**src/rtl/tetris_input_pkg.sv**
```systemverilog
// tetris_input_pkg: game command encodings, PS/2 set-2 scan codes and the code-to-command map
package tetris_input_pkg;
  typedef enum logic [2:0] {
    CMD_NONE      = 3'd0,
    CMD_LEFT      = 3'd1,
    CMD_RIGHT     = 3'd2,
    CMD_ROTATE    = 3'd3,
    CMD_SOFT_DROP = 3'd4,
    CMD_HARD_DROP = 3'd5,
    CMD_PAUSE     = 3'd6
  } cmd_e;

  localparam logic [7:0] SC_LEFT      = 8'h6B;
  localparam logic [7:0] SC_RIGHT     = 8'h74;
  localparam logic [7:0] SC_ROTATE    = 8'h75;
  localparam logic [7:0] SC_SOFT_DROP = 8'h72;
  localparam logic [7:0] SC_HARD_DROP = 8'h29;
  localparam logic [7:0] SC_PAUSE     = 8'h4D;

  function automatic cmd_e scan_to_cmd(input logic [7:0] sc);
    return sc == SC_LEFT      ? CMD_LEFT      :
           sc == SC_RIGHT     ? CMD_RIGHT     :
           sc == SC_ROTATE    ? CMD_ROTATE    :
           sc == SC_SOFT_DROP ? CMD_SOFT_DROP :
           sc == SC_HARD_DROP ? CMD_HARD_DROP :
           sc == SC_PAUSE     ? CMD_PAUSE     : CMD_NONE;
  endfunction
endpackage

```
**src/rtl/cmd_fifo.sv**
```systemverilog
// cmd_fifo: small FIFO with occupancy counter; a push while full is taken only if a pop frees a slot
module cmd_fifo #(
  parameter int DEPTH = 4,
  parameter int WIDTH = 3
) (
  input  logic             CLOCK_50,
  input  logic             resetn,
  input  logic             push,
  input  logic [WIDTH-1:0] din,
  input  logic             pop,
  output logic [WIDTH-1:0] dout,
  output logic             full,
  output logic             empty
);
  localparam int AW = $clog2(DEPTH);

  logic [WIDTH-1:0] mem_q [DEPTH];
  logic [WIDTH-1:0] mem_d [DEPTH];
  logic [AW-1:0]    wr_ptr_q, wr_ptr_d, rd_ptr_q, rd_ptr_d;
  logic [AW:0]      count_q, count_d;
  logic             do_pop, do_push;

  always_comb begin
    empty    = count_q == '0;
    full     = count_q == (AW+1)'(DEPTH);
    do_pop   = pop && !empty;
    do_push  = push && (!full || do_pop);
    mem_d    = mem_q;
    if (do_push) mem_d[wr_ptr_q] = din;
    wr_ptr_d = do_push ? wr_ptr_q + 1'b1 : wr_ptr_q;
    rd_ptr_d = do_pop ? rd_ptr_q + 1'b1 : rd_ptr_q;
    count_d  = count_q + (AW+1)'(do_push) - (AW+1)'(do_pop);
    dout     = empty ? '0 : mem_q[rd_ptr_q];
  end

  always_ff @(posedge CLOCK_50 or negedge resetn) begin
    if (!resetn) begin
      mem_q    <= '{default: '0};
      wr_ptr_q <= '0;
      rd_ptr_q <= '0;
      count_q  <= '0;
    end else begin
      mem_q    <= mem_d;
      wr_ptr_q <= wr_ptr_d;
      rd_ptr_q <= rd_ptr_d;
      count_q  <= count_d;
    end
  end
endmodule

```
**src/rtl/key_cmd_queue.sv**
```systemverilog
// key_cmd_queue: maps PS/2 make codes to game commands and queues them; TETRIS_CMD_RATE_LIMIT_EN adds repeat suppression
module key_cmd_queue
  import tetris_input_pkg::*;
#(
  parameter int FIFO_DEPTH  = 4,
  parameter int RATE_CYCLES = 2500000
) (
  input  logic       CLOCK_50,
  input  logic       resetn,
  input  logic [7:0] scan_code,
  input  logic       scan_code_valid,
  output logic [2:0] cmd_data,
  output logic       cmd_valid,
  input  logic       cmd_ready,
  output logic       overflow,
  output logic [7:0] unmapped_cnt
);
  cmd_e       cmd;
  logic       mapped, suppress, push, pop, accept, full, empty;
  logic       overflow_q, overflow_d;
  logic [7:0] unmapped_q, unmapped_d;

  always_comb begin
    cmd        = scan_to_cmd(scan_code);
    mapped     = cmd != CMD_NONE;
    push       = scan_code_valid && mapped && !suppress;
    pop        = cmd_ready && !empty;
    accept     = push && (!full || pop);
    overflow_d = overflow_q || (push && full && !pop);
    unmapped_d = (scan_code_valid && !mapped && unmapped_q != 8'hFF) ? unmapped_q + 8'd1 : unmapped_q;
  end

`ifdef TETRIS_CMD_RATE_LIMIT_EN
  localparam int TW = $clog2(RATE_CYCLES + 1);

  logic [TW-1:0] timer_q, timer_d;
  cmd_e          last_q, last_d;

  // last_q resets to CMD_NONE, which no mapped code matches, so the first command always passes
  always_comb begin
    suppress = (cmd == last_q) && (timer_q != '0);
    timer_d  = accept ? TW'(RATE_CYCLES - 1) : (timer_q != '0 ? timer_q - 1'b1 : timer_q);
    last_d   = accept ? cmd : last_q;
  end

  always_ff @(posedge CLOCK_50 or negedge resetn) begin
    if (!resetn) begin
      timer_q <= '0;
      last_q  <= CMD_NONE;
    end else begin
      timer_q <= timer_d;
      last_q  <= last_d;
    end
  end
`else
  assign suppress = 1'b0;
`endif

  cmd_fifo #(.DEPTH(FIFO_DEPTH), .WIDTH(3)) u_fifo (
    .CLOCK_50 (CLOCK_50),
    .resetn   (resetn),
    .push     (push),
    .din      (cmd),
    .pop      (pop),
    .dout     (cmd_data),
    .full     (full),
    .empty    (empty)
  );

  always_ff @(posedge CLOCK_50 or negedge resetn) begin
    if (!resetn) begin
      overflow_q <= 1'b0;
      unmapped_q <= '0;
    end else begin
      overflow_q <= overflow_d;
      unmapped_q <= unmapped_d;
    end
  end

  assign cmd_valid    = !empty;
  assign overflow     = overflow_q;
  assign unmapped_cnt = unmapped_q;
endmodule

```
**config.mk**
```make
export PLATFORM = sky130hd
export DESIGN_NAME = key_cmd_queue
export DESIGN_NICKNAME = d
export VERILOG_FILES = /design/src/rtl/tetris_input_pkg.sv /design/src/rtl/cmd_fifo.sv /design/src/rtl/key_cmd_queue.sv
export SDC_FILE = /design/constraint.sdc
export NUM_CORES = 1
export LEC_CHECK = 0
export CAP_MARGIN = 10
export CORE_ASPECT_RATIO = 0.75
export CORE_MARGIN = 2
export CORE_UTILIZATION = 35
export DETAILED_ROUTE_END_ITERATION = 6
export PLACE_DENSITY_LB_ADDON = 0.08
export SETUP_SLACK_MARGIN = 0.02
export SLEW_MARGIN = 0
export SYNTH_ARGS = -nofsm -noshare
export SYNTH_HDL_FRONTEND = slang
export SYNTH_SLANG_ARGS = --single-unit
```
**constraint.sdc**
```tcl
create_clock -name CLOCK_50 -period 2.2 [get_ports CLOCK_50]
set_input_delay 0.66 -clock CLOCK_50 [delete_from_list [all_inputs] [get_ports CLOCK_50]]
set_output_delay 0.66 -clock CLOCK_50 [all_outputs]
set_load 0.01 [all_outputs]
```
# After elaboration in Yosys (flattened, before gate mapping)
# Index checks and enable logic that the tools add are counted.
[classes]
n_addsub = 5
magnitude_cmp = 3
eq_ne = 8
n_mux = 13
n_bitwise = 2
reduce_logical = 17
[op_table]
columns = ["cell", "count"]
rows = [
  ["$eq A8 B7 Y1 const B", 5],
  ["$mux W3", 10],
  ["$bwmux W12", 1],
  ["$logic_and A1 B1 Y1", 9],
  ["$add A8 B1 Y8 const B", 1],
  ["$eq A8 B6 Y1 const B", 1],
  ["$ne A8 B8 Y1 const B", 1],
  ["$bmux W3 S2", 1],
  ["$demux W3 S2", 1],
  ["$ge A3 B3 Y1 const B", 2],
  ["$not A2 Y3", 2],
  ["$add A2 B1 Y2 const B", 2],
  ["$logic_not A1 Y1", 4],
  ["$add A3 B1 Y3", 1],
  ["$eq A3 B3 Y1 const B", 1],
  ["$logic_not A3 Y1", 1],
  ["$lt A3 B1 Y1 const B", 1],
  ["$reduce_bool A3 Y1", 1],
  ["$sub A3 B1 Y3", 1],
  ["$logic_or A1 B1 Y1", 2],
]
[word_totals]
ff_bits = 28
inputBits = 12
output_inout_bits = 13
elab_cells = 57

# Longest topological paths before layout
# Gate-level depths: netlist (run 1).
[depth]
depth_word = 12
ltp_mapped = 8
ltp_nobuf = 8

# Hierarchy
# Synthesis (run 1) repeated with hierarchy kept, for this count alone.
[hier_totals]
cells_unflattened = 135
hier_area_um2 = 1610.3
[by_module_without_submodules]
columns = ["module", "instances", "cells_each", "area_each_um2", "seq_area_each_um2"]
rows = [
  ["cmd_fifo", 1, 70, 954.7, 475.5],
  ["key_cmd_queue", 1, 65, 655.6, 225.2],
]

# Worst setup path after synthesis (run 1)
# Ideal clock, no wire load.
[synth_timing]
kind = "input port to flip-flop"
start = "in scan_code[3]"
end = "reg u_fifo.count_q[2]"
arrival_time_ns = 2.245
setup_slack_ns = -0.168
stages = 8
path_cell_list = "and4b_1 -> a32o_2 -> a31oi_4 -> a21boi_2 -> ha_1 -> fa_1 -> xnor2_1 -> xnor2_1"
[synth_between]
elab_chain_len = 12
[synth_lines]
columns = ["item", "line_no", "text"]
rows = [
  ["start, declared", "key_cmd_queue.sv:10", "input logic [7:0] scan_code,"],
  ["$eq A8 B7 Y1", "tetris_input_pkg.sv:26", "sc == SC_PAUSE ? CMD_PAUSE : CMD_NONE;"],
  ["$mux W3", "tetris_input_pkg.sv:26", ""],
  ["$mux W3", "tetris_input_pkg.sv:25", "sc == SC_HARD_DROP ? CMD_HARD_DROP :"],
  ["$mux W3", "tetris_input_pkg.sv:24", "sc == SC_SOFT_DROP ? CMD_SOFT_DROP :"],
  ["$mux W3", "tetris_input_pkg.sv:23", "sc == SC_ROTATE ? CMD_ROTATE :"],
  ["$mux W3", "tetris_input_pkg.sv:22", "sc == SC_RIGHT ? CMD_RIGHT :"],
  ["$mux W3 *", "tetris_input_pkg.sv:21", "return sc == SC_LEFT ? CMD_LEFT :"],
  ["$reduce_bool A3 Y1 *", "key_cmd_queue.sv:25", "mapped = cmd != CMD_NONE;"],
  ["$logic_and A1 B1 Y1 *", "key_cmd_queue.sv:26", "push = scan_code_valid && mapped && !suppress;"],
  ["$logic_and A1 B1 Y1 *", "cmd_fifo.sv:27", "do_push = push && (!full || do_pop);"],
  ["$add A3 B1 Y3 *", "cmd_fifo.sv:32", "count_d = count_q + (AW+1)'(do_push) - (AW+1)'(do_pop);"],
  ["$sub A3 B1 Y3 *", "cmd_fifo.sv:32", ""],
  ["via u_fifo.count_d[2]", "cmd_fifo.sv:20", "logic [AW:0] count_q, count_d;"],
  ["end signal, assigned", "cmd_fifo.sv:46", "count_q <= count_d;"],
  ["end, declared", "cmd_fifo.sv:20", ""],
]
# The timed path passes the listed nets; every way through them passes the cells marked *.
# A chain may end at the register's enable or synchronous reset.

# Final worst setup path (run 1)
[layout_timing]
start = "reg u_fifo.rd_ptr_q[0]"
end = "out cmd_data[2]"
[layout_between]
elab_chain_len = 5
[layout_lines]
columns = ["item", "line_no", "text"]
rows = [
  ["start, declared", "cmd_fifo.sv:19", "logic [AW-1:0] wr_ptr_q, wr_ptr_d, rd_ptr_q, rd_ptr_d;"],
  ["start signal, assigned", "cmd_fifo.sv:45", "rd_ptr_q <= rd_ptr_d;"],
  ["$not A2 Y3 (implied by the code)", "cmd_fifo.sv:33", "dout = empty ? '0 : mem_q[rd_ptr_q];"],
  ["$bmux W3 S2", "cmd_fifo.sv:33", ""],
  ["$mux W3 (implied by the code) (2 in series)", "cmd_fifo.sv:33", ""],
  ["$mux W3", "cmd_fifo.sv:33", ""],
  ["end, declared", "key_cmd_queue.sv:12", "output logic [2:0] cmd_data,"],
]
# No other way between the ends. The select of a mux whose other input is x is not followed.

==> results.txt, run 1 <==
- Result of the run: finished, violations left
- The final reports fail on negative setup slack.
* Placement Setup Slack: -0.593 ns
* Nets: 214
* Core area: 4390 µm²
* Number of instances in the synthesized netlist: 144
* Setup TNS after final layout: -0.0838 ns
- Worst hold margin: 0.484 ns
- By startpoint and endpoint, the worst setup path is classified as flop to primary output.
* VDD IR-drop max: 463 µV
- The top cell types in the final layout, fill and taps aside, are sky130_fd_sc_hd__dfrtp_1, sky130_fd_sc_hd__buf_4, sky130_fd_sc_hd__inv_1.
- After layout, the worst setup slack is -0.0420 ns.
- The die is 62.1 µm tall.
* Post-detailed-route count of antenna-violating nets: 0
- The first TritonRoute pass finished after 4 iterations.
- Crit-path max FO: 3
- For the finished layout, the period the worst path requires is 2.24 ns.
- The first routing iteration left 109 violations.
* Cell-by-cell listing of the critical path: buf_4, mux4_2, and2_4, buf_2
- Yosys mapped a number of flops with a built-in enable equal to 0.
* Flops & latches, synth: 28
- In the final routed layout, each cell accounts on average for 14.5 µm.
- The first global-routing pass estimated 6.07 mm of wire.
- The completed layout was analyzed and its total power is 2.21 mW.
- Number of buffers created by CTS: 3
- Static timing analysis puts the maximum clock frequency at 446 MHz.
- The initialized floorplan defines 21 standard-cell rows.
* Die Outline Area: 5060 µm²
* Post-synthesis async set-or-reset flop share: 100%
* Final weighted congestion of routability-driven global placement: 0.815
* Lkg Pwr: 0.977 nW
* Clock transition time at the flip-flop clock pins of the worst setup and hold paths: 0.09 ns
- For this run, the number of Yosys warnings is 0.
- Vias in the first global route: 1220
* Post-synthesis instance area: 1570 µm²
* Synth-to-layout area growth: 33.9%
- Antenna violations before repair: 0
- Path category of the worst min-delay check: flop to flop
- Setup repair after global routing could not meet its margin everywhere.
- Data on the critical path is required at its endpoint by 1.54 ns.
- The count of pins over their slew limit was 0.
* Port-buffer cells: 24
* Library cells used by synthesis: 39
- Number of sinks driven by the clock tree: 28
- After detailed routing, the number of vias per cell comes to 4.94.
- Part of the Yosys area used for sequential elements: 44.5%
* Total congestion overflow: 0
- Vias post-DR: 1235
* Number of violations of the max-capacitance limit: 0
- Worst slew margin relative to its limit: 75.5%
- Dividing total power by cell area gives a power density of 1050 nW/µm².
* Ratio of final minimum period to clock period: 102%
* CTS root buf: sky130_fd_sc_hd__clkbuf_8
* Synthesized Nets: 164
* Largest net degree at the start of global routing: 29
* Summed area of non-filler cells in the final layout: 2110 µm²
- Skew final: 0.00326 ns
- Fraction of layout instances using a drive strength above 1: 32.6%
- TritonCTS built the clock tree.
* Chip Width: 81.4 µm
- The number of hold-slack violations in the final timing report was 0.
* Effective utilization at floorplan: 35.9%
- The repair_antennas step left the layout with diodes totalling 0.
- Leaving out fill and tap cells, the most frequent cell in the layout is sky130_fd_sc_hd__dfrtp_1.
- For this run, the total global-route usage over all layers was measured as 16.3%.
* Number of hold-repair buffers added at the cts stage: 0
- Worst-case clock buffer depth: 2
- The placed instances occupy a cell area of 1970 µm².
- Number of top-level pins: 25
- For the pin with the worst max-slew slack, the measured transition is 0.368 ns.
- A synthesized cell averages 10.9 µm².
* Number of design rule violations left after detail routing: 0
* HPWL Detailed: 2.62 mm
* Endpoint type of the worst setup path: primary output
- STA puts the critical path data arrival time at 1.58 ns.
* Launching element type of the critical path: flop
- In this design, the stage delay of the slowest critical-path cell is 0.51 ns.
- For this run, the leading register cell type out of synthesis is sky130_fd_sc_hd__dfrtp_1.
- In this run the number of H-tree levels came out at 1.
* Wire length after detailed routing: 3.62 mm
- Setup violations remaining at the end of the flow were counted as 3.
- The slowest stage of the critical path belongs to the cell sky130_fd_sc_hd__mux4_2.
- For the worst-skew pair, the clock arrives at the later sink with an insertion delay of 0.27 ns.
[report_power, final]
part | internal, mW | switching, mW | total [mW]
logic | 0.594 | 0.437 | 1.03
clock network | 0.160 | 0.160 | 0.320
registers | 0.700 | 0.162 | 0.862
total | 1.45 | 0.759 | 2.21
[per-layer routing]
| metal | track usage [%] | vias up | part of all wire, % |
|---|---|---|---|
| li1 | - | 608 | - |
| met1 | 22.5 | 599 | 48 |
| met2 | 27.0 | 24 | 47 |
| met3 | 3.47 | 4 | 3.4 |
| met4 | 2.91 | 0 | 0.91 |
| met5 | 0 | - | 0 |
[state kept, by name (all words and copies together) (netlist names)]
name,flops
u_fifo.mem_q,12
unmapped_cnt,8
u_fifo.count_q,3
overflow,1
u_fifo.rd_ptr_q,2
u_fifo.wr_ptr_q,2
[critical path: cells and delay by family (launching register included)]
| kind | cells | cell delay (ns) |
|---|---|---|
| mux | 1 | 0.51 |
| flops | 1 | 0.39 |
| buf+inv | 2 | 0.25 |
| simple gates | 1 | 0.15 |
[repair_timing]
action	4_1_cts	5_1_grt
gates cloned	0	0
setup endpoints to repair	11	5
buffers inserted	9	0
resized for setup	50	0
pin swaps	10	6
[area by class of cell]
class | instances | area [µm²]
clock buffer | 4 | 55.1
fill | 413 | 2280
inverter | 15 | 56.3
multi-input combinational | 97 | 831
sequential | 28 | 702
tap | 57 | 71.3
timing repair buffer | 49 | 393
[worst paths after layout]
kind / start / endpoint / slack [ns] / cells past startpoint
worst max-delay path: u_fifo.rd_ptr_q[0] / cmd_data[2] / -0.04 / 4
worst min-delay path: overflow / overflow / 0.48 / 1
worst max register to register: u_fifo.count_q[0] / u_fifo.count_q[2] / 0.05 / 8
worst min register to register: overflow / overflow / 0.48 / 1
max in group asynchronous: resetn / u_fifo.rd_ptr_q[0] / 1.15 / 2
min in group asynchronous: resetn / u_fifo.mem_q[11] / 0.76 / 2
[cells in the mapped netlist, types with 2 or more instances]
| library cell | number | area [µm²] |
|---|---|---|
| sky130_fd_sc_hd__xnor2_1 | 12 | 105 |
| sky130_fd_sc_hd__mux4_2 | 3 | 67.6 |
| sky130_fd_sc_hd__nor2_1 | 4 | 15.0 |
| sky130_fd_sc_hd__nand2_1 | 8 | 30.0 |
| sky130_fd_sc_hd__mux2_4 | 2 | 30.0 |
| sky130_fd_sc_hd__o21ai_0 | 9 | 45.0 |
| sky130_fd_sc_hd__a21oi_1 | 8 | 40.0 |
| sky130_fd_sc_hd__o22ai_1 | 8 | 50.1 |
| sky130_fd_sc_hd__nand4_1 | 5 | 31.3 |
| sky130_fd_sc_hd__nand3_1 | 3 | 15.0 |
| sky130_fd_sc_hd__and2_1 | 4 | 25.0 |
| sky130_fd_sc_hd__inv_1 | 15 | 56.3 |
| sky130_fd_sc_hd__ha_1 | 7 | 87.6 |
| sky130_fd_sc_hd__dfrtp_1 | 28 | 701 |
| sky130_fd_sc_hd__and3_1 | 4 | 25.0 |
[metrics by stage]
stage,utilization (%),instances
3_5_place_dp,45.0,237
4_1_cts,48.0,250
2_1_floorplan,-,144
3_3_place_gp,45.0,237
6_report,48.0,250
5_1_grt,48.0,250
[kinds of logic after synthesis]
group	Yosys count	share of synthesized area, %
muxes	5	6.20
AOI/OAI and AO/OA	32	13.1
buffers and inverters	19	5.96
adders and majority gates	8	6.84
DFF	28	44.5
and+or+nand+nor	39	16.1
xor gates and xnor gates	13	7.23
Note: power is estimated with default switching activity, not from simulation.
==> run 2: changes to the inputs <==
Settings changed: CORE_ASPECT_RATIO 0.75 to 2.
==> run 2 against run 1 <==
Net effect:
- the flow still finishes with violations (negative setup slack)
- core utilization rose by 0.92 points
- critical path type unchanged
- flip-flop and latch count did not move
- cell count is 1.2% lower
- critical path depth stayed put
- count of clock-buffer cells in the layout unchanged
- largest cell class unchanged
- largest power group unchanged
==> results.txt, run 2 (same netlist as run 1, synthesis figures left out) <==
- Result of the run: finished, violations left
* Violated checks: negative setup slack
- Number of sinks driven by the clock tree: 28 (unchanged)
* Rows: 34 (+62%)
- The number of search-and-repair iterations in the first detailed-routing pass was 4 (unchanged).
- In this run the most critical hold path is launched from overflow.
- The antenna diode count was 0 (unchanged).
- Placement Setup Slack: -0.577 ns (+0.0161 ns)
* Vias post-DR: 1255 (+1.6%)
- The clock transition time at the flip-flop clock pins of the worst setup and hold paths came to 0.09 ns (about the same).
* RR Startpoint: u_fifo.count_q[0]
- Wire length after detailed routing: 3.70 mm (+2.3%)
* Synth-to-layout area growth: 35.0%
- The detailed router's first-iteration violation count came to 21 (-81%).
- FMAX: 447 MHz (+0.16%)
- CTS root buf: sky130_fd_sc_hd__clkbuf_8
* Fraction of layout instances using a drive strength above 1: 34.2% (+1.6 points)
- Clock insertion delay at the later pin of the skew report: 0.27 ns (about the same)
- Worst hold margin: 0.479 ns (-0.00448 ns)
- Crit-path max FO: 4 (+1)
* Least-Margin Pin Slew: 0.357 ns (-0.0104 ns)
- Lkg Pwr: 0.982 nW (+0.49%)
- Port-buffer cells: 24 (unchanged)
* Vias in the first global route: 1378 (+13%)
- In the layout the commonest cells are sky130_fd_sc_hd__dfrtp_1, sky130_fd_sc_hd__buf_4, sky130_fd_sc_hd__inv_1.
- The worst-case vdd ir drop is 721 µV (+56%).
- The full die area was 5080 µm² (+0.54%).
- The worst setup skew after layout came to 0.00222 ns (-0.00104 ns).
* RSZ-0062 raised after global routing: yes
* Path category of the worst min-delay check: flop to flop
- The number of violations of the max-capacitance limit was 0 (unchanged).
* Pwr Total: 2.31 mW (+4.2%)
- Utilization after layout: 49.0% (+0.92 points)
- Number of pins with negative max-slew slack in the final report: 0 (unchanged)
- The worst register-to-register path ends at u_fifo.count_q[2].
- Avg Vias per Cell: 5.08 (+2.9%)
- Endpoint type of the worst setup path: primary output
* Total congestion overflow: 0 (unchanged)
- The worst reg-to-reg path cell count is 8 (unchanged).
* R2R Setup Slk: 0.06 ns (about the same)
- CTS tree: built
- The global-route usage over all layers was 16.4% (+0.079 points).
- STA classifies the critical path startpoint as a flop.
- The antenna violation net count after detailed routing was 0 (unchanged).
- Number of buffers created by CTS: 3 (unchanged)
- Switching fraction of total power: 34.1% (-0.21 points)
- The power share of the clock group was 13.7% (-0.8 points).
* Timing startpoint of the critical path: u_fifo.rd_ptr_q[0]
- Number of top-level pins: 25 (unchanged)
* H-tree Lvls: 1 (unchanged)
* Total setup violations reported at the end of the flow: 2 (-1)
- Worst EP required: 1.54 ns (about the same)
- Final worst setup slack: -0.0384 ns (+0.00364 ns)
* Hold Fails Final Rpt: 0 (unchanged)
- Clock period minus final worst setup slack: 2.24 ns (-0.00364 ns)
* Worst endpoint data arrival time: 1.58 ns (about the same)
- The wire length of the first global-routing pass was 6.27 mm (+3.2%).
* Comb power frac: 48.5% (+1.9 points)
* Worst-case clock buffer depth: 2 (unchanged)
- The placer's final routability congestion estimate came to 0.782 (-4.1%).
- Worst Hold Endpoint: overflow
- Die extent in y: 98.8 µm (+59%)
- Worst slew margin relative to its limit: 76.2% (+0.70 points)
- The register with the most flip-flops in the final layout is u_fifo.mem_q.
- The maximum number of pins on one net before global-route repair is 29 (unchanged).
- The flip-flop count of the largest register after layout is 12 (unchanged).
- Chip Width: 51.4 µm (-37%)
- The sequential share of power is 37.8% (-1.1 points).
- Effective utilization at floorplan: 36.3% (+0.40 points)
- Core area: 4340 µm² (-1.1%)
- Worst Path Class, Setup: flop to primary output
- Ratio of final minimum period to clock period: 102% (-0.17 points)
- The half-perimeter wire length after placement is 2.77 mm (+5.7%).
- The residual DRC count is 0 (unchanged).
- The mean routed wirelength per cell was 15.0 µm (+3.6%).
- Count of fill cells added during filler insertion: 440 (+6.5%)
- Leading cell type in the layout, fill and taps excluded: sky130_fd_sc_hd__dfrtp_1
- The number of cells on the worst hold path is 1 (unchanged).
- The power per standard cell area came to 1090 nW/µm² (+3.4%).
* Net Sw Power: 0.786 mW (+3.5%)
* Nets: 214 (unchanged)
- The initial antenna violation count is 0 (unchanged).
* Internal power of the cells: 1.52 mW (+4.5%)
-- run 2: changes by cell type in the layout (fill, tap and decap cells not counted), sizes merged --
cell,previous run,this run
dlygate4sd2,2,1
clkdlybuf4s15,4,2
buf,32,35
-- run 2: routing by layer --
layer | global-route usage, % | vias up | wire (µm)
met5 | 0 | - | 0
met4 | 5.67 | 0 | 31
met3 | 1.52 | 2 | 103
met2 | 31.6 | 26 | 2290
met1 | 17.5 | 623 | 1270
li1 | - | 604 | -
-- run 2: final cells by class --
class	count	area [µm²]	area share [%]
clock buffers	4	55.1	2.59
inverters	15	58.8	2.77
well taps	54	67.6	3.18
multi-input cells	97	838	39.5
flip-flops and latches	28	702	33.0
repair buffers	49	403	19.0
-- run 2: worst max-delay path by stage --
stage                        end  depth (start not counted)  slack [ns]
3_3_place_gp   u_fifo.count_q[2]                          9       -0.56
6_report             cmd_data[1]                          4       -0.04
2_1_floorplan  u_fifo.count_q[2]                          8       -0.08
4_1_cts              cmd_data[1]                          4       -0.05
5_1_grt              cmd_data[1]                          4       -0.08
3_5_place_dp   u_fifo.count_q[2]                          9       -0.58
-- run 2: per-stage QoR --
stage / setup TNS (ns) / cells / area (µm²)
6_report: -0.0582 / 247 / 2120
5_1_grt: -0.151 / 247 / 2120
4_1_cts: -0.0995 / 246 / 2110
3_5_place_dp: -6.96 / 235 / 1980
3_3_place_gp: -6.00 / 235 / 1980
2_1_floorplan: -0.0795 / 144 / 1580
-- run 2: worst max-delay path, cell delays in order, from the launching register on --
cell,delay [ns]
sky130_fd_sc_hd__dfrtp_2,0.44
sky130_fd_sc_hd__buf_6,0.12
sky130_fd_sc_hd__mux4_2,0.48
sky130_fd_sc_hd__and2_4,0.16
sky130_fd_sc_hd__buf_6,0.11
-- run 2: what timing repair did --
action	CTS	global route
pin swaps	13	11
hold buffers	0	0
resized for setup	56	7
setup endpoints to repair	11	5
hold endpoints to repair	0	0
buffers inserted	7	1
-- run 2: power groups by stage --
stage | Clock [mW] | Combinational, mW | Sequential [mW]
2_1_floorplan | 0 | 0.506 | 0.857
5_1_grt | 0.351 | 1.23 | 0.905
6_report | 0.315 | 1.12 | 0.871
4_1_cts | 0.330 | 1.09 | 0.875
3_5_place_dp | 0 | 0.896 | 0.899
3_3_place_gp | 0 | 0.871 | 0.896
